[src/rtl/bus_bridge_slave.sv]
// Slave end of the inter-board bus bridge: serial bus slave <-> 32-bit UART request / 16-bit UART response.
// Reads release the bus with a split pulse while the UART round trip is in flight.

module uart_other #(
    parameter int CLKS          = 5208,
    parameter int TX_DATA_WIDTH = 32,
    parameter int RX_DATA_WIDTH = 16
) (
    input  logic                     clk,
    input  logic                     rstn,
    input  logic                     tx_en,
    input  logic [TX_DATA_WIDTH-1:0] tx_data,
    output logic                     tx_busy,
    output logic                     tx,
    input  logic                     rx,
    output logic [RX_DATA_WIDTH-1:0] rx_data,
    output logic                     ready
);
    localparam int CW      = $clog2(CLKS + 1);
    localparam int TBW     = $clog2(TX_DATA_WIDTH + 3);
    localparam int RBW     = $clog2(RX_DATA_WIDTH + 3);
    localparam int HALF_M1 = (CLKS / 2 > 0) ? (CLKS / 2 - 1) : 0;

    logic                     tx_busy_r;
    logic                     tx_r;
    logic [TX_DATA_WIDTH:0]   tx_shift_r;
    logic [CW-1:0]            tx_clk_r;
    logic [TBW-1:0]           tx_bit_r;

    logic                     rx_s1_r;
    logic                     rx_s2_r;
    logic                     rx_act_r;
    logic [CW-1:0]            rx_cd_r;
    logic [RBW-1:0]           rx_bit_r;
    logic [RX_DATA_WIDTH-1:0] rx_shift_r;
    logic                     ready_r;

    assign tx_busy = tx_busy_r;
    assign tx      = tx_r;
    assign rx_data = rx_shift_r;
    assign ready   = ready_r;

    // Transmitter: start bit, TX_DATA_WIDTH data bits LSB first, stop bit
    always_ff @(posedge clk) begin
        if (!rstn) begin
            tx_busy_r  <= 1'b0;
            tx_r       <= 1'b1;
            tx_shift_r <= {(TX_DATA_WIDTH + 1){1'b0}};
            tx_clk_r   <= {CW{1'b0}};
            tx_bit_r   <= {TBW{1'b0}};
        end else if (!tx_busy_r) begin
            if (tx_en) begin
                tx_busy_r  <= 1'b1;
                tx_r       <= 1'b0;
                tx_shift_r <= {1'b1, tx_data};
                tx_clk_r   <= {CW{1'b0}};
                tx_bit_r   <= {TBW{1'b0}};
            end
        end else if (tx_clk_r == CW'(CLKS - 1)) begin
            tx_clk_r <= {CW{1'b0}};
            if (tx_bit_r == TBW'(TX_DATA_WIDTH + 1)) begin
                tx_busy_r <= 1'b0;
                tx_r      <= 1'b1;
            end else begin
                tx_r       <= tx_shift_r[0];
                tx_shift_r <= {1'b1, tx_shift_r[TX_DATA_WIDTH:1]};
                tx_bit_r   <= tx_bit_r + TBW'(1);
            end
        end else begin
            tx_clk_r <= tx_clk_r + CW'(1);
        end
    end

    // Receiver: mid-bit sampling; ready drops at each start bit and rises on a good stop bit
    always_ff @(posedge clk) begin
        if (!rstn) begin
            rx_s1_r    <= 1'b1;
            rx_s2_r    <= 1'b1;
            rx_act_r   <= 1'b0;
            rx_cd_r    <= {CW{1'b0}};
            rx_bit_r   <= {RBW{1'b0}};
            rx_shift_r <= {RX_DATA_WIDTH{1'b0}};
            ready_r    <= 1'b0;
        end else begin
            rx_s1_r <= rx;
            rx_s2_r <= rx_s1_r;
            if (!rx_act_r) begin
                if (!rx_s2_r) begin
                    rx_act_r <= 1'b1;
                    rx_cd_r  <= CW'(HALF_M1);
                    rx_bit_r <= {RBW{1'b0}};
                    ready_r  <= 1'b0;
                end
            end else if (rx_cd_r != {CW{1'b0}}) begin
                rx_cd_r <= rx_cd_r - CW'(1);
            end else begin
                rx_cd_r <= CW'(CLKS - 1);
                if (rx_bit_r == {RBW{1'b0}}) begin
                    if (rx_s2_r) begin
                        rx_act_r <= 1'b0;
                    end else begin
                        rx_bit_r <= RBW'(1);
                    end
                end else if (rx_bit_r == RBW'(RX_DATA_WIDTH + 1)) begin
                    rx_act_r <= 1'b0;
                    ready_r  <= rx_s2_r;
                end else begin
                    rx_shift_r <= {rx_s2_r, rx_shift_r[RX_DATA_WIDTH-1:1]};
                    rx_bit_r   <= rx_bit_r + RBW'(1);
                end
            end
        end
    end
endmodule

module bus_bridge_slave #(
    parameter int DATA_WIDTH            = 8,
    parameter int ADDR_WIDTH            = 16,
    parameter int SLAVE_MEM_ADDR_WIDTH  = 12,
    parameter int UART_CLOCKS_PER_PULSE = 5208,
    parameter int RESP_TIMEOUT          = 2000000
) (
    input  logic clk,
    input  logic rstn,
    input  logic swdata,
    input  logic smode,
    input  logic mvalid,
    output logic srdata,
    output logic svalid,
    output logic sready,
    output logic ssplit,
    input  logic split_grant,
    output logic u_tx,
    input  logic u_rx
);
    localparam int TXW      = 32;
    localparam int RXW      = 16;
    localparam int BCNT_MAX = (SLAVE_MEM_ADDR_WIDTH > DATA_WIDTH) ? SLAVE_MEM_ADDR_WIDTH : DATA_WIDTH;
    localparam int BW       = $clog2(BCNT_MAX + 1);
    localparam int TW       = $clog2(RESP_TIMEOUT + 1);

    typedef enum logic [2:0] {
        ST_IDLE       = 3'd0,
        ST_ADDR       = 3'd1,
        ST_WDATA      = 3'd2,
        ST_SEND       = 3'd3,
        ST_WAIT_TX    = 3'd4,
        ST_WAIT_RX    = 3'd5,
        ST_SPLIT_WAIT = 3'd6,
        ST_RDATA      = 3'd7
    } state_t;

    state_t                          state_r;
    state_t                          state_nx;
    logic                            mode_r;
    logic [SLAVE_MEM_ADDR_WIDTH-1:0] addr_r;
    logic [DATA_WIDTH-1:0]           wdata_r;
    logic [DATA_WIDTH-1:0]           rdata_r;
    logic [BW-1:0]                   bcnt_r;
    logic [TW-1:0]                   tout_r;
    logic                            tx_seen_r;
    logic                            rx_ready_prev_r;

    logic                            tx_busy_s;
    logic [TXW-1:0]                  tx_frame_s;
    logic [RXW-1:0]                  rx_data_s;
    logic                            rx_ready_s;
    logic                            rx_pulse_s;
    logic                            unused_rx_s;
    logic                            addr_last_s;
    logic                            wdata_last_s;
    logic                            timeout_s;

    logic sready_r, svalid_r, srdata_r, ssplit_r, u_en_r;
    logic sready_nx, svalid_nx, srdata_nx, ssplit_nx, u_en_nx;

    assign tx_frame_s   = {{(TXW - 1 - DATA_WIDTH - ADDR_WIDTH){1'b0}}, mode_r, wdata_r,
                           {(ADDR_WIDTH - SLAVE_MEM_ADDR_WIDTH){1'b0}}, addr_r};
    assign rx_pulse_s   = rx_ready_s & ~rx_ready_prev_r;
    assign unused_rx_s  = ^rx_data_s[RXW-1:DATA_WIDTH];
    assign addr_last_s  = (bcnt_r == BW'(SLAVE_MEM_ADDR_WIDTH - 1));
    assign wdata_last_s = (bcnt_r == BW'(DATA_WIDTH - 1));
    assign timeout_s    = (tout_r == TW'(RESP_TIMEOUT - 1));

    assign sready = sready_r;
    assign svalid = svalid_r;
    assign srdata = srdata_r;
    assign ssplit = ssplit_r;

    uart_other #(
        .CLKS          (UART_CLOCKS_PER_PULSE),
        .TX_DATA_WIDTH (TXW),
        .RX_DATA_WIDTH (RXW)
    ) u_uart (
        .clk     (clk),
        .rstn    (rstn),
        .tx_en   (u_en_r),
        .tx_data (tx_frame_s),
        .tx_busy (tx_busy_s),
        .tx      (u_tx),
        .rx      (u_rx),
        .rx_data (rx_data_s),
        .ready   (rx_ready_s)
    );

    // State register and response-ready edge history
    always_ff @(posedge clk) begin
        if (!rstn) begin
            state_r         <= ST_IDLE;
            rx_ready_prev_r <= 1'b0;
        end else begin
            state_r         <= state_nx;
            rx_ready_prev_r <= rx_ready_s;
        end
    end

    // Next-state decode
    always_comb begin
        state_nx = state_r;
        case (state_r)
            ST_IDLE:       if (mvalid) state_nx = ST_ADDR; else state_nx = ST_IDLE;
            ST_ADDR: begin
                if (mvalid && addr_last_s) begin
                    state_nx = mode_r ? ST_WDATA : ST_SEND;
                end else begin
                    state_nx = ST_ADDR;
                end
            end
            ST_WDATA:      if (mvalid && wdata_last_s) state_nx = ST_SEND; else state_nx = ST_WDATA;
            ST_SEND:       if (!tx_busy_s) state_nx = ST_WAIT_TX; else state_nx = ST_SEND;
            ST_WAIT_TX: begin
                if (tx_seen_r && !tx_busy_s) begin
                    state_nx = mode_r ? ST_IDLE : ST_WAIT_RX;
                end else begin
                    state_nx = ST_WAIT_TX;
                end
            end
            ST_WAIT_RX:    if (rx_pulse_s || timeout_s) state_nx = ST_SPLIT_WAIT; else state_nx = ST_WAIT_RX;
            ST_SPLIT_WAIT: if (split_grant) state_nx = ST_RDATA; else state_nx = ST_SPLIT_WAIT;
            ST_RDATA:      if (bcnt_r == BW'(DATA_WIDTH)) state_nx = ST_IDLE; else state_nx = ST_RDATA;
            default:       state_nx = ST_IDLE;
        endcase
    end

    // Output decode; every bus-facing output is registered below
    always_comb begin
        sready_nx = (state_nx == ST_IDLE);
        ssplit_nx = 1'b0;
        u_en_nx   = 1'b0;
        svalid_nx = 1'b0;
        srdata_nx = 1'b0;
        case (state_r)
            ST_SEND:    u_en_nx   = !tx_busy_s;
            ST_WAIT_TX: ssplit_nx = tx_seen_r && !tx_busy_s && !mode_r;
            ST_SPLIT_WAIT: begin
                if (split_grant) begin
                    svalid_nx = 1'b1;
                    srdata_nx = rdata_r[0];
                end else begin
                    svalid_nx = 1'b0;
                    srdata_nx = 1'b0;
                end
            end
            ST_RDATA: begin
                if (bcnt_r != BW'(DATA_WIDTH)) begin
                    svalid_nx = 1'b1;
                    srdata_nx = rdata_r[0];
                end else begin
                    svalid_nx = 1'b0;
                    srdata_nx = 1'b0;
                end
            end
            default: begin
                svalid_nx = 1'b0;
                srdata_nx = 1'b0;
            end
        endcase
    end

    // Output registers
    always_ff @(posedge clk) begin
        if (!rstn) begin
            sready_r <= 1'b1;
            svalid_r <= 1'b0;
            srdata_r <= 1'b0;
            ssplit_r <= 1'b0;
            u_en_r   <= 1'b0;
        end else begin
            sready_r <= sready_nx;
            svalid_r <= svalid_nx;
            srdata_r <= srdata_nx;
            ssplit_r <= ssplit_nx;
            u_en_r   <= u_en_nx;
        end
    end

    // Datapath: serial shift-in, bit counting, response timeout and read-data shift-out
    always_ff @(posedge clk) begin
        if (!rstn) begin
            mode_r    <= 1'b0;
            addr_r    <= {SLAVE_MEM_ADDR_WIDTH{1'b0}};
            wdata_r   <= {DATA_WIDTH{1'b0}};
            rdata_r   <= {DATA_WIDTH{1'b0}};
            bcnt_r    <= {BW{1'b0}};
            tout_r    <= {TW{1'b0}};
            tx_seen_r <= 1'b0;
        end else begin
            case (state_r)
                ST_IDLE: begin
                    if (mvalid) begin
                        mode_r  <= smode;
                        addr_r  <= {swdata, addr_r[SLAVE_MEM_ADDR_WIDTH-1:1]};
                        wdata_r <= {DATA_WIDTH{1'b0}};
                        bcnt_r  <= BW'(1);
                    end else begin
                        bcnt_r  <= {BW{1'b0}};
                    end
                end
                ST_ADDR: begin
                    if (mvalid) begin
                        addr_r <= {swdata, addr_r[SLAVE_MEM_ADDR_WIDTH-1:1]};
                        bcnt_r <= addr_last_s ? {BW{1'b0}} : bcnt_r + BW'(1);
                    end
                end
                ST_WDATA: begin
                    if (mvalid) begin
                        wdata_r <= {swdata, wdata_r[DATA_WIDTH-1:1]};
                        bcnt_r  <= wdata_last_s ? {BW{1'b0}} : bcnt_r + BW'(1);
                    end
                end
                ST_SEND:    tx_seen_r <= 1'b0;
                ST_WAIT_TX: begin
                    if (tx_busy_s) tx_seen_r <= 1'b1;
                    tout_r <= {TW{1'b0}};
                end
                ST_WAIT_RX: begin
                    tout_r <= tout_r + TW'(1);
                    // A response landing on the timeout cycle still wins
                    if (rx_pulse_s) begin
                        rdata_r <= rx_data_s[DATA_WIDTH-1:0];
                    end else if (timeout_s) begin
                        rdata_r <= {DATA_WIDTH{1'b1}};
                    end
                end
                ST_SPLIT_WAIT: begin
                    if (split_grant) begin
                        rdata_r <= {1'b0, rdata_r[DATA_WIDTH-1:1]};
                        bcnt_r  <= BW'(1);
                    end
                end
                ST_RDATA: begin
                    if (bcnt_r != BW'(DATA_WIDTH)) begin
                        rdata_r <= {1'b0, rdata_r[DATA_WIDTH-1:1]};
                        bcnt_r  <= bcnt_r + BW'(1);
                    end else begin
                        bcnt_r  <= {BW{1'b0}};
                    end
                end
                default: bcnt_r <= {BW{1'b0}};
            endcase
        end
    end
endmodule

[config.mk]
export PLATFORM = sky130hd
export DESIGN_NAME = bus_bridge_slave
export DESIGN_NICKNAME = d
export VERILOG_FILES = /design/src/rtl/bus_bridge_slave.sv
export SDC_FILE = /design/constraint.sdc
export NUM_CORES = 1
export LEC_CHECK = 0
export ABC_AREA = 1
export BUFFER_PORTS_ARGS = -buffer_cell sky130_fd_sc_hd__buf_2
export CAP_MARGIN = 30
export CORE_MARGIN = 4
export CORE_UTILIZATION = 68
export CTS_BUF_LIST = sky130_fd_sc_hd__clkbuf_16
export CTS_CLUSTER_SIZE = 16
export DETAILED_ROUTE_END_ITERATION = 10
export PLACE_DENSITY = 0.92
export SLEW_MARGIN = 10
export SYNTH_ARGS = -nofsm -noshare
export SYNTH_HDL_FRONTEND = slang
export SYNTH_HIERARCHICAL = 1
export SYNTH_SLANG_ARGS = --single-unit
[constraint.sdc]
create_clock -name clk -period 2.25 [get_ports clk]
set_input_delay 0.225 -clock clk [delete_from_list [all_inputs] [get_ports clk]]
set_output_delay 0.225 -clock clk [all_outputs]
set_load 0.03 [all_outputs]
# Word-level counts from Yosys, hierarchy flattened
# Cells that the tools add are included.
[totals]
reg_bits = 156
latch_bits = 0
ram_bits = 0
romBits = 0
input_bits = 7
output_inout_bits = 5
wordCells = 172
n_memories = 0
[op_classes]
addsub = 6
mul = 0
div = 0
n_lt_le_gt_ge = 0
eq_ne = 30
shift = 0
mux = 74
n_bitwise = 5
reduce_logical = 31
[op_table]
columns = ["op", "count"]
rows = [
  ["2-to-1 mux 33 bit", 4],
  ["2-to-1 mux 13 bit", 6],
  ["2-to-1 mux 8 bit", 6],
  ["case mux 21 bit (2 select lines)", 1],
  ["2-to-1 mux 5 bit", 6],
  ["2-to-1 mux 1 bit", 28],
  ["2-to-1 mux 4 bit", 6],
  ["2-to-1 mux 6 bit", 4],
  ["!= test 2 bit, second input constant", 12],
  ["case mux 3 bit (8 select lines)", 1],
  ["case mux 8 bit (3 select lines)", 1],
  ["adder 21 x 1 -> 21 bit, second input constant", 1],
  ["== test 21 bit, second input constant", 1],
  ["case mux 4 bit (5 select lines)", 1],
  ["AND reduction 4 bit", 5],
  ["case mux 8 bit (2 select lines)", 1],
  ["adder 13 x 1 -> 13 bit, second input constant", 1],
  ["== test 13 bit, second input constant", 1],
  ["nonzero test 13 bit", 1],
  ["subtractor 13 x 1 -> 13 bit, second input constant", 1],
  ["== test 3 bit, second input constant", 4],
  ["2-to-1 mux 3 bit", 4],
  ["AND reduction 2 bit", 6],
  ["== test 4 bit, second input constant", 2],
  ["25 further kinds", 42],
]

# Depth between registers and ports, before layout
[depth]
word_depth = 6
mapped_depth = 11
ltp_nobuf = 11

# Cells and area by module
# Netlist, hierarchy kept.
[by_module_without_submodules]
columns = ["module", "n_inst", "cells_per_inst", "area_per_inst_um2", "seq_area_each_um2"]
rows = [
  ["uart_other", 1, 732, 4828.4, 1841.8],
  ["bus_bridge_slave", 1, 454, 3209.3, 1281.2],
]

# Worst setup path before layout
# No wires, ideal clock.
[synth_timing]
kind = "flip-flop to flip-flop"
start = "register u_uart.tx_clk_r[0]"
end = "register u_uart.tx_shift_r[10]"
setup_ns = 0.113
arrival_ns = 1.434
t_required_ns = 2.137
path_slack_ns = 0.703
path_stages_with_launch = 10
n_path_buf = 1
synth_period_minus_slack_ns = 1.547
path_cell_list = "dfxtp_1 -> ha_1 -> nand4_1 -> nor2_1 -> nand4_1 -> nand2_1 -> inv_2 -> buf_2 -> nor2_1 -> nor2_1"
[synth_via]
elab_chain_cells = 3
[synth_rtl]
columns = ["element", "line", "rtl"]
rows = [
  ["start: declaration", "27", "logic [CW-1:0] tx_clk_r;"],
  ["start signal: assignment", "49", "tx_clk_r <= {CW{1'b0}};"],
  ["start signal: assignment", "56", "tx_clk_r <= {CW{1'b0}};"],
  ["start signal: assignment", "60", "tx_clk_r <= {CW{1'b0}};"],
  ["== test 13 bit", "59", "end else if (tx_clk_r == CW'(CLKS - 1)) begin"],
  ["!= test 2 bit (no line)", "n/a", ""],
  ["AND reduction 3 bit (no line)", "n/a", ""],
  ["end signal: assignment", "48", "tx_shift_r <= {(TX_DATA_WIDTH + 1){1'b0}};"],
  ["end signal: assignment", "55", "tx_shift_r <= {1'b1, tx_data};"],
  ["end signal: assignment", "66", "tx_shift_r <= {1'b1, tx_shift_r[TX_DATA_WIDTH:1]};"],
  ["end: declaration", "26", "logic [TX_DATA_WIDTH:0] tx_shift_r;"],
]
# Every way passes these cells.
# A chain may end at the register's enable or synchronous reset.

# Worst setup path after layout
[layout_timing]
start = "register u_uart.tx_clk_r[0]"
end = "register u_uart.tx_shift_r[1]"
# Same word-level chain as after synthesis.

==> summary.txt <==
Synthesis
  • Most area-hungry cell type in the Yosys netlist: dfxtp_1
  • Average cell area after synthesis: 6.78 sq um
  • Number of instances in the synthesized netlist: 1,186
  • Combined area of all synthesized cells: 0.00804 sq mm
  • Top-count cell post-synth: nand2_1
  • Post-synthesis sequential area ratio: 0.389
  • Predominant post-synthesis flop cell: dfxtp_1
  • Most common library cells after synthesis: nand2_1, nor2_1, dfxtp_1
  • Top-area cell type share of the netlist area: 0.389
  • Number of enable-type register cells in the synthesized netlist: 0
  • #FFs+latches synth: 156
  • Number of distinct library cells after synthesis: 50
  • Top cells by area, synth: dfxtp_1, nand2_1, nor2_1
  • FFs w/ async S/R, synth: 0
  • Synthesis Warnings: 6

Route
  • Number of detailed-route iterations in the first pass: 7
  • Final routed wirelength across all metal layers: 17,800 microns
  • Number of vias per cell after detailed routing: 5.63
  • Initial drt markers: 614
  • Vias: 7,593
  • Residual DRC: 0
  • Number of nets still failing antenna checks after routing: 0
  • Post-DR wirelength/cell: 13.2 microns

Finish
  • Synth-to-layout area growth: 8.89%
  • Filler-free cell count of the finished design: 1,348
  • FF/Latch Area: 0.00312 sq mm
  • Number of filler instances in the final layout: 868
  • Total inserted antenna cells: 0
  • Area used by multi-input combinational logic: 0.00439 sq mm
  • Final net count: 1,212
  • Layout cell share with drive strength beyond 1: 0.0971
  • Core utilization of the finished layout: 0.760

Clock network
  • Cell at the root of the clock tree: clkbuf_16
  • Total number of clock tree sinks: 156
  • Clock insertion delay at the later pin of the skew report: 0.42 ns
  • Number of levels the H-tree was split into: 4
  • Clk pin slew, worst setup/hold paths: 0.06 ns
  • CTS buffer count: 17
  • Number of buffers on the longest clock path: 2
  • CTS tree: built

STA
  • Hold violation total from the final report: 0
  • Maximum operating frequency: 0.524 GHz
  • Max-slew violation count: 0
  • Hold_ws: 0.117 ns
  • Crit path time final: 1.91 ns
  • Final critical-path share of the clock period: 0.849
  • Setup tns final: 0 ns
  • Relative slew slack: 0.538
  • Setup violation total in the final timing report: 0
  • Worst-Margin Slew: 0.692 ns
  • Setup repair after global routing missed its margin: no
  • Clock skew: 0.00584 ns

Worst hold path
  • Count of cells along the worst hold path: 3
  • HP Class: input pin to register

Critical path
  • Worst path max stage delay: 0.41 ns
  • Cell family with the largest share of critical-path delay: simple AND/OR/NAND/NOR gates
  • Sum of buffers and inverters on the critical path: 1
  • Element type at the critical path end: register
  • Cell with the largest stage delay on the worst path: dfxtp_1
  • Cell Chain, Critical Path: ha_1 > nand4_1 > nor2_1 > nand4_1 > nand2_1 > inv_2 > nor2_1 > nor2_1
  • Category of the most critical setup path: register to register
  • Worst Setup Start Kind: register
  • CP Data Arrival Time: 2.22 ns
  • Most frequent CP cell: nor2_1
  • Register-to-Register Path Depth: 8
  • Largest fanout on the critical path: 32
  • Worst EP required: 2.56 ns
  • Depth of the critical timing path with buffers and inverters included: 8

Die
  • Height of the die: 117 microns
  • Die Width: 117 microns
  • Floorplan Core Area: 0.0115 sq mm
  • Area of the die: 0.0136 sq mm
  • Std cell rows: 39
  • Initial Util: 0.698
  • Top-Level Pins: 12

Power
  • Leakage power: 3.83 nW
  • Peak supply drop: 1.16 mV
  • Power per Cell Area: 702 mW/mm^2
  • Post-layout total power: 0.00614 W

Placement
  • Post-detailed-placement half-perimeter wirelength: 11,300 microns
  • Count of buffers inserted at the top-level ports: 11
  • Gpl congestion: 0.929
  • Number of placed instances with taps included: 1,316

Global route
  • Antenna violations before repair: 0
  • Total grt overflow: 0
  • Vias in the first global route: 7,031
  • Pin count of the biggest net entering global routing: 49
  • First-pass GRT wire length: 30,900 microns
  • All-Layer GR Usage: 0.277

Job
  • Number of maximum-capacitance violations: 0

Outcome
  • Outcome: completed
cells by family after synthesis:
kind of cell | share of synthesized area
compound gates | 0.120
xor+xnor | 0.0120
fa+ha+maj | 0.0171
buf+inv | 0.0702
flops | 0.389
other cells | 0.000467
simple gates | 0.392
state kept, by name, indices dropped and copies added, names as in the netlist, 3 cells and up:
signal and count:
addr_r 12, bcnt_r 4, rdata_r 8, state_r 3, tout_r 21, u_uart/rx_bit_r 5, u_uart/rx_cd_r 13, u_uart/rx_data 16
u_uart/tx_bit_r 6, u_uart/tx_clk_r 13, u_uart/tx_shift_r 33, wdata_r 8
final timing paths:
kind / startpoint / slack (ns) / endpoint
max: u_uart/tx_clk_r[0] / 0.34 / u_uart/tx_shift_r[1]
min: smode / 0.12 / mode_r
max reg2reg: u_uart/tx_clk_r[0] / 0.34 / u_uart/tx_shift_r[1]
min reg2reg: u_uart/rx_s1_r / 0.42 / u_uart/rx_s2_r
report_power, final:
| group | switching [W] | internal (W) |
|---|---|---|
| Sequential | 0.0000633 | 0.00282 |
| Clock | 0.00110 | 0.00160 |
| Combinational | 0.000358 | 0.000191 |
| Total | 0.00152 | 0.00462 |
layer usage:
layer  wire length (microns)  global-route usage  up-vias
li1                        -                   -     3855
met1                    7940               0.339     3504
met2                    8670               0.471      201
met3                     887              0.0648       33
met4                     340               0.108        0
met5                       0                   0        -
through the flow:
stage / instance area [sq um] / setup slack, ns
2_1_floorplan: 8080 / 0.703
3_3_place_gp: 8180 / 0.482
3_5_place_dp: 8180 / 0.384
4_1_cts: 8730 / 0.341
5_1_grt: 8750 / 0.0617
6_report: 8750 / 0.341
area by class of cell:
| cell class | count | area share |
|---|---|---|
| inverter | 82 | 0.0360 |
| clock inverter | 13 | 0.0147 |
| multi-input combinational | 908 | 0.501 |
| tap | 143 | 0.0204 |
| sequential | 156 | 0.357 |
| clock buffer | 17 | 0.0486 |
| timing repair buffer | 29 | 0.0220 |
worst reg2reg max path, delay by kind of cell (launching register included):
kind,cells,cell delay [ns]
and+or+nand+nor,6,0.84
DFF,1,0.41
buffers and inverters,1,0.31
adders and majority gates,1,0.25
layout by cell type, fill, tap and decap left out, types with 4 or more instances in the layout:
master     netlist  layout
conb_1           1      11
o211ai_1         5       5
nor3_2           4       4
nor2_2           9       9
nand4_1         13      13
ha_1            11      11
nand3b_1        35      35
clkbuf_16        0      17
inv_2           12      12
nor3_1          17      17
buf_4            5      17
inv_1           68      68
nand3_2          5       5
o21ai_1         18      18
nand2_4          4       4
a21oi_1         66      66
nand3_1         73      73
nor2_1         229     229
nand2_2          6       6
nand2_1        295     295
dfxtp_1        156     156
a31oi_1          4       4
xnor2_1          4       4
xor2_1           7       7
clkinv_2         0       5
o21ai_0         57      57
buf_2           16      11
nor2_4           4       4
timing repair:
| item | CTS | global route |
|---|---|---|
| hold endpoints to repair | 0 | 1 |
| gates resized for setup | 0 | 0 |
| hold buffers | 0 | 1 |
| buffers inserted | 0 | 0 |
Note: power is estimated with default switching activity, not from simulation.
